<file path="src/rtl/mul_div_pkg.sv">
// Shared types for the sequential multiply/divide units: FSM states, default width, Booth ops.
// No timing of its own; consumed by booth_mul_seq and the planned divider.
// No flow control here; holds types and a decode helper only.
package mul_div_pkg;

    localparam int MUL_WIDTH = 32;

    typedef enum logic [1:0] {
        ST_IDLE = 2'b00,
        ST_RUN  = 2'b01,
        ST_DONE = 2'b10
    } state_t;

    typedef enum logic [1:0] {
        BOOTH_NOP = 2'b00,
        BOOTH_ADD = 2'b01,
        BOOTH_SUB = 2'b10
    } booth_op_t;

    // Radix-2 Booth recoding of the pair {Q[0], Q[-1]}.
    function automatic booth_op_t booth_decode(input logic q0, input logic qm1);
        case ({q0, qm1})
            2'b01:   return BOOTH_ADD;
            2'b10:   return BOOTH_SUB;
            default: return BOOTH_NOP;
        endcase
    endfunction

endpackage

</file>
<file path="src/rtl/booth_step.sv">
// One radix-2 Booth iteration: conditional add/sub of M into A, then arithmetic shift of {A,Q,Q[-1]}.
// Purely combinational, zero latency.
// No backpressure; the caller decides when to register the result.
module booth_step
    import mul_div_pkg::*;
#(
    parameter int WIDTH = MUL_WIDTH
) (
    input  logic [WIDTH:0]   acc_in,
    input  logic [WIDTH-1:0] q_in,
    input  logic             qm1_in,
    input  logic [WIDTH-1:0] m,
    output logic [WIDTH:0]   acc_out,
    output logic [WIDTH-1:0] q_out,
    output logic             qm1_out
);

    booth_op_t        op;
    logic [WIDTH:0]   m_ext;
    logic [WIDTH:0]   sum;

    assign op    = booth_decode(q_in[0], qm1_in);
    assign m_ext = {m[WIDTH-1], m};

    always_comb begin
        sum = acc_in;
        case (op)
            BOOTH_ADD: sum = acc_in + m_ext;
            BOOTH_SUB: sum = acc_in - m_ext;
            default:   sum = acc_in;
        endcase
    end

    // The extra accumulator bit keeps the sign correct when subtracting the most negative M.
    assign acc_out = {sum[WIDTH], sum[WIDTH:1]};
    assign q_out   = {sum[0], q_in[WIDTH-1:1]};
    assign qm1_out = q_in[0];

endmodule

</file>
<file path="src/rtl/booth_mul_seq.sv">
// Sequential signed Booth multiplier feeding ZHI/ZLO; done enables their load.
// Latency WIDTH+1 cycles from the accepting start edge to the done cycle; back-to-back every WIDTH+1.
// No backpressure: start is ignored while iterating and accepted again on the done cycle.
module booth_mul_seq
    import mul_div_pkg::*;
#(
    parameter int WIDTH = MUL_WIDTH
) (
    input  logic             clk,
    input  logic             clr,
    input  logic             start,
    input  logic [WIDTH-1:0] multiplicand,
    input  logic [WIDTH-1:0] multiplier,
    output logic             busy,
    output logic             done,
    output logic [WIDTH-1:0] product_hi,
    output logic [WIDTH-1:0] product_lo
);

    localparam int CNT_W = $clog2(WIDTH + 1);

    state_t             state_q;
    state_t             state_d;
    logic [CNT_W-1:0]   count_q;
    logic [WIDTH-1:0]   m_q;
    logic [WIDTH:0]     acc_q;
    logic [WIDTH-1:0]   q_q;
    logic               qm1_q;

    logic [WIDTH:0]     acc_nxt;
    logic [WIDTH-1:0]   q_nxt;
    logic               qm1_nxt;
    logic               accept;
    logic               last_iter;

    booth_step #(.WIDTH(WIDTH)) u_step (
        .acc_in  (acc_q),
        .q_in    (q_q),
        .qm1_in  (qm1_q),
        .m       (m_q),
        .acc_out (acc_nxt),
        .q_out   (q_nxt),
        .qm1_out (qm1_nxt)
    );

    assign last_iter = (count_q == CNT_W'(WIDTH - 1));

    always_comb begin
        state_d = state_q;
        busy    = 1'b0;
        done    = 1'b0;
        accept  = 1'b0;
        case (state_q)
            ST_IDLE: begin
                if (start) begin
                    accept  = 1'b1;
                    state_d = ST_RUN;
                end
            end
            ST_RUN: begin
                busy = 1'b1;
                if (last_iter) begin
                    state_d = ST_DONE;
                end
            end
            ST_DONE: begin
                done = 1'b1;
                if (start) begin
                    accept  = 1'b1;
                    state_d = ST_RUN;
                end else begin
                    state_d = ST_IDLE;
                end
            end
            default: state_d = ST_IDLE;
        endcase
    end

    always_ff @(posedge clk) begin
        if (clr) begin
            state_q    <= ST_IDLE;
            count_q    <= '0;
            m_q        <= '0;
            acc_q      <= '0;
            q_q        <= '0;
            qm1_q      <= 1'b0;
            product_hi <= '0;
            product_lo <= '0;
        end else begin
            state_q <= state_d;
            if (accept) begin
                m_q     <= multiplicand;
                acc_q   <= '0;
                q_q     <= multiplier;
                qm1_q   <= 1'b0;
                count_q <= '0;
            end else if (state_q == ST_RUN) begin
                acc_q   <= acc_nxt;
                q_q     <= q_nxt;
                qm1_q   <= qm1_nxt;
                count_q <= count_q + 1'b1;
                // Output registers only move on the final iteration so ZHI/ZLO see a stable value.
                if (last_iter) begin
                    product_hi <= acc_nxt[WIDTH-1:0];
                    product_lo <= q_nxt;
                end
            end
        end
    end

endmodule

</file>
<file path="config.mk">
export PLATFORM = sky130hd
export DESIGN_NAME = booth_mul_seq
export DESIGN_NICKNAME = d
export VERILOG_FILES = /design/src/rtl/mul_div_pkg.sv /design/src/rtl/booth_step.sv /design/src/rtl/booth_mul_seq.sv
export SDC_FILE = /design/constraint.sdc
export NUM_CORES = 1
export LEC_CHECK = 0
export CORE_UTILIZATION = 42
export DETAILED_ROUTE_END_ITERATION = 6
export SLEW_MARGIN = 30
export SYNTH_ARGS = -nofsm -noshare
export SYNTH_HDL_FRONTEND = slang
export SYNTH_SLANG_ARGS = --single-unit
</file>
<file path="constraint.sdc">
create_clock -name clk -period 5.6 [get_ports clk]
set_input_delay 0.84 -clock clk [delete_from_list [all_inputs] [get_ports clk]]
set_output_delay 0.84 -clock clk [all_outputs]
set_load 0.01 [all_outputs]
</file>
Word-level counts from Yosys, hierarchy flattened:

Cells that the tools add are included.

* bits of input ports: 67
* logic and storage cells: 39
* bits in registers: 169

* equal/unequal tests: 9
* reductions and logical operators: 6
* add/sub/neg operators: 3
* bitwise operators: 1
* multiplexer cells: 12

Operators by type and width (number)
* $pmux 33 s2: 1
* $mux 32: 2
* $add 32x32->33: 1
* $sub 32x32->33: 1
* $add 6x1->6 const B: 1
* $eq 2x1->1 const B: 3
* $eq 2x2->1 const B: 3
* $eq 6x5->1 const B: 1
* $pmux 2 s3: 1
* $mux 1: 5
* $mux 2: 2
* $ne 2x2->1 const B: 2
* $pmux 2 s2: 1
* $reduce_or 2->1: 2
* $reduce_and 3->1: 1
* $logic_not 2->1: 1
* $reduce_and 2->1: 1
* $reduce_bool 2->1: 1
* $not 1->1: 1

Logic depth before layout (Yosys ltp):

* depth after elaboration: 6
* depth in mapped cells: 18
* depth with buffers taken out: 18

Modules after synthesis:

A second synthesis with hierarchy kept.

* cells, all modules: 1233
* area, all modules: 9455.3 sq um

By module, submodules not included
* booth_mul_seq: instances 1, area each 6470.0 sq um, cells each 786, sequential area each 3403.3 sq um
* booth_step: instances 1, area each 2985.4 sq um, cells each 447, sequential area each 0.0 sq um

Worst setup path before layout:

Ideal clock, no wire load.

* path kind: flip-flop to flip-flop
* start point: register m_q[2]
* end point: register product_hi[22]
* cell stages (with the launch flop): 16
* path slack: 1177 ps
* data arrival time: 4275 ps
* buffers on the path: 1
* setup time: 147 ps
* cells stage by stage: dfxtp_1 or4_4 or4_1 nor4_2 a31oi_1 xnor2_1 ha_1 clkbuf_1 a21o_1 a21oi_1 o21ai_0 a31oi_1 o21a_1 mux2_2 a2111oi_0 a211oi_1

* longest elaborated chain between the ends: 2

RTL lines
* from (decl): RTL line booth_mul_seq.sv:25 `logic [WIDTH-1:0] m_q;`
* from (signal assigned): RTL line booth_mul_seq.sv:92 `m_q <= multiplicand;`
* $sub 32x32->33 or $add 32x32->33 (tied branches): RTL line booth_step.sv:29, booth_step.sv:28
* $pmux 33 s2 *: RTL line booth_step.sv:27 `case (op)`
* to (signal assigned): RTL line booth_mul_seq.sv:104 `product_hi <= acc_nxt[WIDTH-1:0];`
* to (decl): RTL line booth_mul_seq.sv:16 `output logic [WIDTH-1:0] product_hi,`

Mark *: on every way between the ends. The rest lies on a longest branch, timed or not.
A chain may end at the register's enable or synchronous reset.

Worst setup path in the final report:

Same ends and word-level chain as after synthesis.

==> impl_metrics.env <==
export IMPL_status="finished, final reports clean"
export IMPL_grt_usage=0.227
export IMPL_grt_pass1_wl_um=38700
export IMPL_max_cap_violations=0
export IMPL_clock_skew_final_ns=0.0129
export IMPL_yosysUniqueCellTypes=60
export IMPL_antennaDiodeCount=0
export IMPL_syn_to_final_growth_pct=24.4
export IMPL_min_period_ns=5.01
export IMPL_via_per_inst=5.36
export IMPL_n_fill_cell=1994
export IMPL_ys_ff_latch=169
export IMPL_synth_adder_area_share=0.0527
export IMPL_cts_buffer_depth=2
export IMPL_slew_headroom=0.419
export IMPL_setup_tns_ns=0
export IMPL_p_per_area_mw_per_mm2=294
export IMPL_rsz0062_at_grt="no"
export IMPL_yosys_warnings=0
export IMPL_route_antenna_remaining_nets=0
export IMPL_grt_pass1_vias=7601
export IMPL_yosys_area_top_type="dfxtp_1"
export IMPL_cts_tree="built"
export IMPL_synth_compound_area_frac=0.230
export IMPL_synthCells=1123
export IMPL_drc_errors=0
export IMPL_synthXorXnorAreaFrac=0.0584
export IMPL_maxSlewViolCount=0
export IMPL_grt_met1_usage=0.287
export IMPL_tightest_slew_ns=0.872
export IMPL_synth_edf_count=0
export IMPL_cts_hold_buf=0
export IMPL_core_area_mm2=0.0202
export IMPL_fin_util=0.534
export IMPL_cts_sinks=169
export IMPL_clk_latency_ns=0.44
export IMPL_post_synth_main_area_contributors="dfxtp_1 39%, nand2_1 9.5%, a21oi_1 9.2%"
export IMPL_htreeDepth=4
export IMPL_place_gp_congestion=0.931
export IMPL_grt_ovfl_total=0
export IMPL_grt_use_met3=0.0354
export IMPL_cp_start_kind="flop"
export IMPL_ys_async_sr_fraction=0
export IMPL_yosys_area_share_simple=0.214
export IMPL_critPathCaptureType="flop"
export IMPL_drive_above_1_share=0.0514
export IMPL_cp_arrival_ns=5.30
export IMPL_num_rows=52
export IMPL_fin_crit_sh=0.895
export IMPL_grt_start_max_net_pins=72
export IMPL_num_vias=8026
export IMPL_grt_use_met2=0.388
export IMPL_hp_class="flop to flop"
export IMPL_start_util=0.430
export IMPL_grt_antenna_before_repair=0
export IMPL_wire_per_inst_um=15.7
export IMPL_synth_nets=1226
export IMPL_busiest_layer="met2"
export IMPL_worstSetupPathType="flop to flop"
export IMPL_multiInputGateArea_mm2=0.00497
export IMPL_ys_seq_area_frac=0.389
export IMPL_register_area_mm2=0.00338
export IMPL_clk_pin_slew_ns=0.07
export IMPL_layout_commonest_cell="nand2_1"
export IMPL_layout_common_cells="219 x nand2_1, 169 x dfxtp_1, 160 x a21oi_1"
export IMPL_dr_pass1_iters=4
export IMPL_die_h_um=146
export IMPL_muxShareOfSynthArea=0.0144
export IMPL_ioPinCount=133
export IMPL_dp_hpwl_um=16500
export IMPL_wl_um=23500
export IMPL_post_cts_buffers=0
export IMPL_synth_avg_cell_area_um2=7.74
export IMPL_port_buffer_count=132
export IMPL_cts_resized=0
export IMPL_hold_viol=0
export IMPL_drt_iter0_drc=432
export IMPL_leakagePower_nw=4.00
export IMPL_setup_worst_path_start="m_q[2]$_SDFFE_PP0P_"
export IMPL_finalSetupViolCount=0
export IMPL_ys_flop_type="dfxtp_1"
export IMPL_crit_required_ns=5.89
export IMPL_rr_startpoint="m_q[2]$_SDFFE_PP0P_"
export IMPL_min_from="product_lo[7]$_SDFFE_PP0P_"
export IMPL_peakVddDrop_mv=0.191
export IMPL_cts_buffers=17
export IMPL_die_w_um=146
export IMPL_synth_top_family_by_area="compound AO/OA/AOI/OAI gates"
export IMPL_fmax_ghz=0.199
export IMPL_syn_area_mm2=0.00869
export IMPL_crit_path_max_fanout=8
export IMPL_final_nets=1316
export IMPL_synth_top_area_share=0.389
export IMPL_root_buffer="clkbuf_16"
export IMPL_die_area_mm2=0.0213
-- routing by layer --
layer / vias to the layer above / wire (µm)
met5: - / 0
met4: 0 / 481
met1: 3745 / 10900
met3: 31 / 827
met2: 166 / 11300
li1: 4084 / -
-- power breakdown --
group          internal (W)  switching (W)
logic              0.000288       0.000396
clock network      0.000638       0.000561
registers           0.00125      0.0000448
total               0.00217        0.00100
-- stage by stage --
step | worst slack (ns) | hold WS, ns | instances | cell area (µm²) | power [W]
after global placement | 0.708 | 0.444 | 1463 | 10200 | 0.00200
after floorplan | 1.18 | 0.436 | 1123 | 8690 | 0.00181
after detailed placement | 0.657 | 0.447 | 1464 | 10200 | 0.00200
after CTS | 0.621 | 0.456 | 1496 | 10800 | 0.00320
final | 0.587 | 0.455 | 1496 | 10800 | 0.00317
after global routing | 0.264 | 0.472 | 1496 | 10800 | 0.00334
-- final cells by class --
type | count | area share
clock inverter | 15 | 0.0161
multi-input combinational | 858 | 0.460
inverter | 22 | 0.00764
timing repair buffer | 145 | 0.133
tap | 270 | 0.0312
sequential | 169 | 0.313
clock buffer | 17 | 0.0393
-- worst max-delay path: stages, from the launching register on --
cell and delay [ns]:
dfxtp_1 0.37, or4_4 0.57, or4_1 0.49, nor4_2 0.61, nor2_1 0.11, xnor2_1 0.15
ha_1 0.40, a21o_1 0.20, a21oi_1 0.19, o21ai_0 0.10, a31oi_1 0.37, o21a_1 0.25
mux2_2 0.35, a2111oi_0 0.56, a211oi_1 0.14
-- path summary, 6_finish.rpt --
check	end	slack [ns]	depth (start not counted)
max	product_hi[22]$_SDFFE_PP0P_	0.59	14
min	product_lo[7]$_SDFFE_PP0P_	0.45	2
max reg2reg	product_hi[22]$_SDFFE_PP0P_	0.59	14
min reg2reg	product_lo[7]$_SDFFE_PP0P_	0.45	2
-- cells in the mapped netlist (3+ instances only) --
cell       count
o21ai_0       41
nor3b_1        4
clkbuf_1      64
nand4_1        7
and3_1         6
nor2b_1        9
inv_1         21
nand3_1       12
xnor2_1       44
a21boi_0       3
a2bb2oi_1      3
nor3_1        28
dfxtp_1      169
o21a_1         6
a22oi_1       32
mux2i_1        8
a21oi_1      160
a2111oi_0      5
a211oi_1      28
buf_1         10
a31oi_1       12
nand2b_1      12
a311oi_1       3
nand2_1      219
xor2_1        14
ha_1          35
nor2_1       111
a21o_1        16
-- state kept, by name, summed over array words and instances, names as in the netlist --
signal,flops
acc_q,32
product_lo,32
m_q,32
qm1_q,1
state_q,2
q_q,32
product_hi,32
count_q,6
-- cells by family after synthesis --
group | count (synthesis)
simple gates | 425
compound gates | 328
flops | 169
buf+inv | 96
xor+xnor | 58
fa+ha+maj | 36
mux | 11
(Power assumes the default switching activity.)
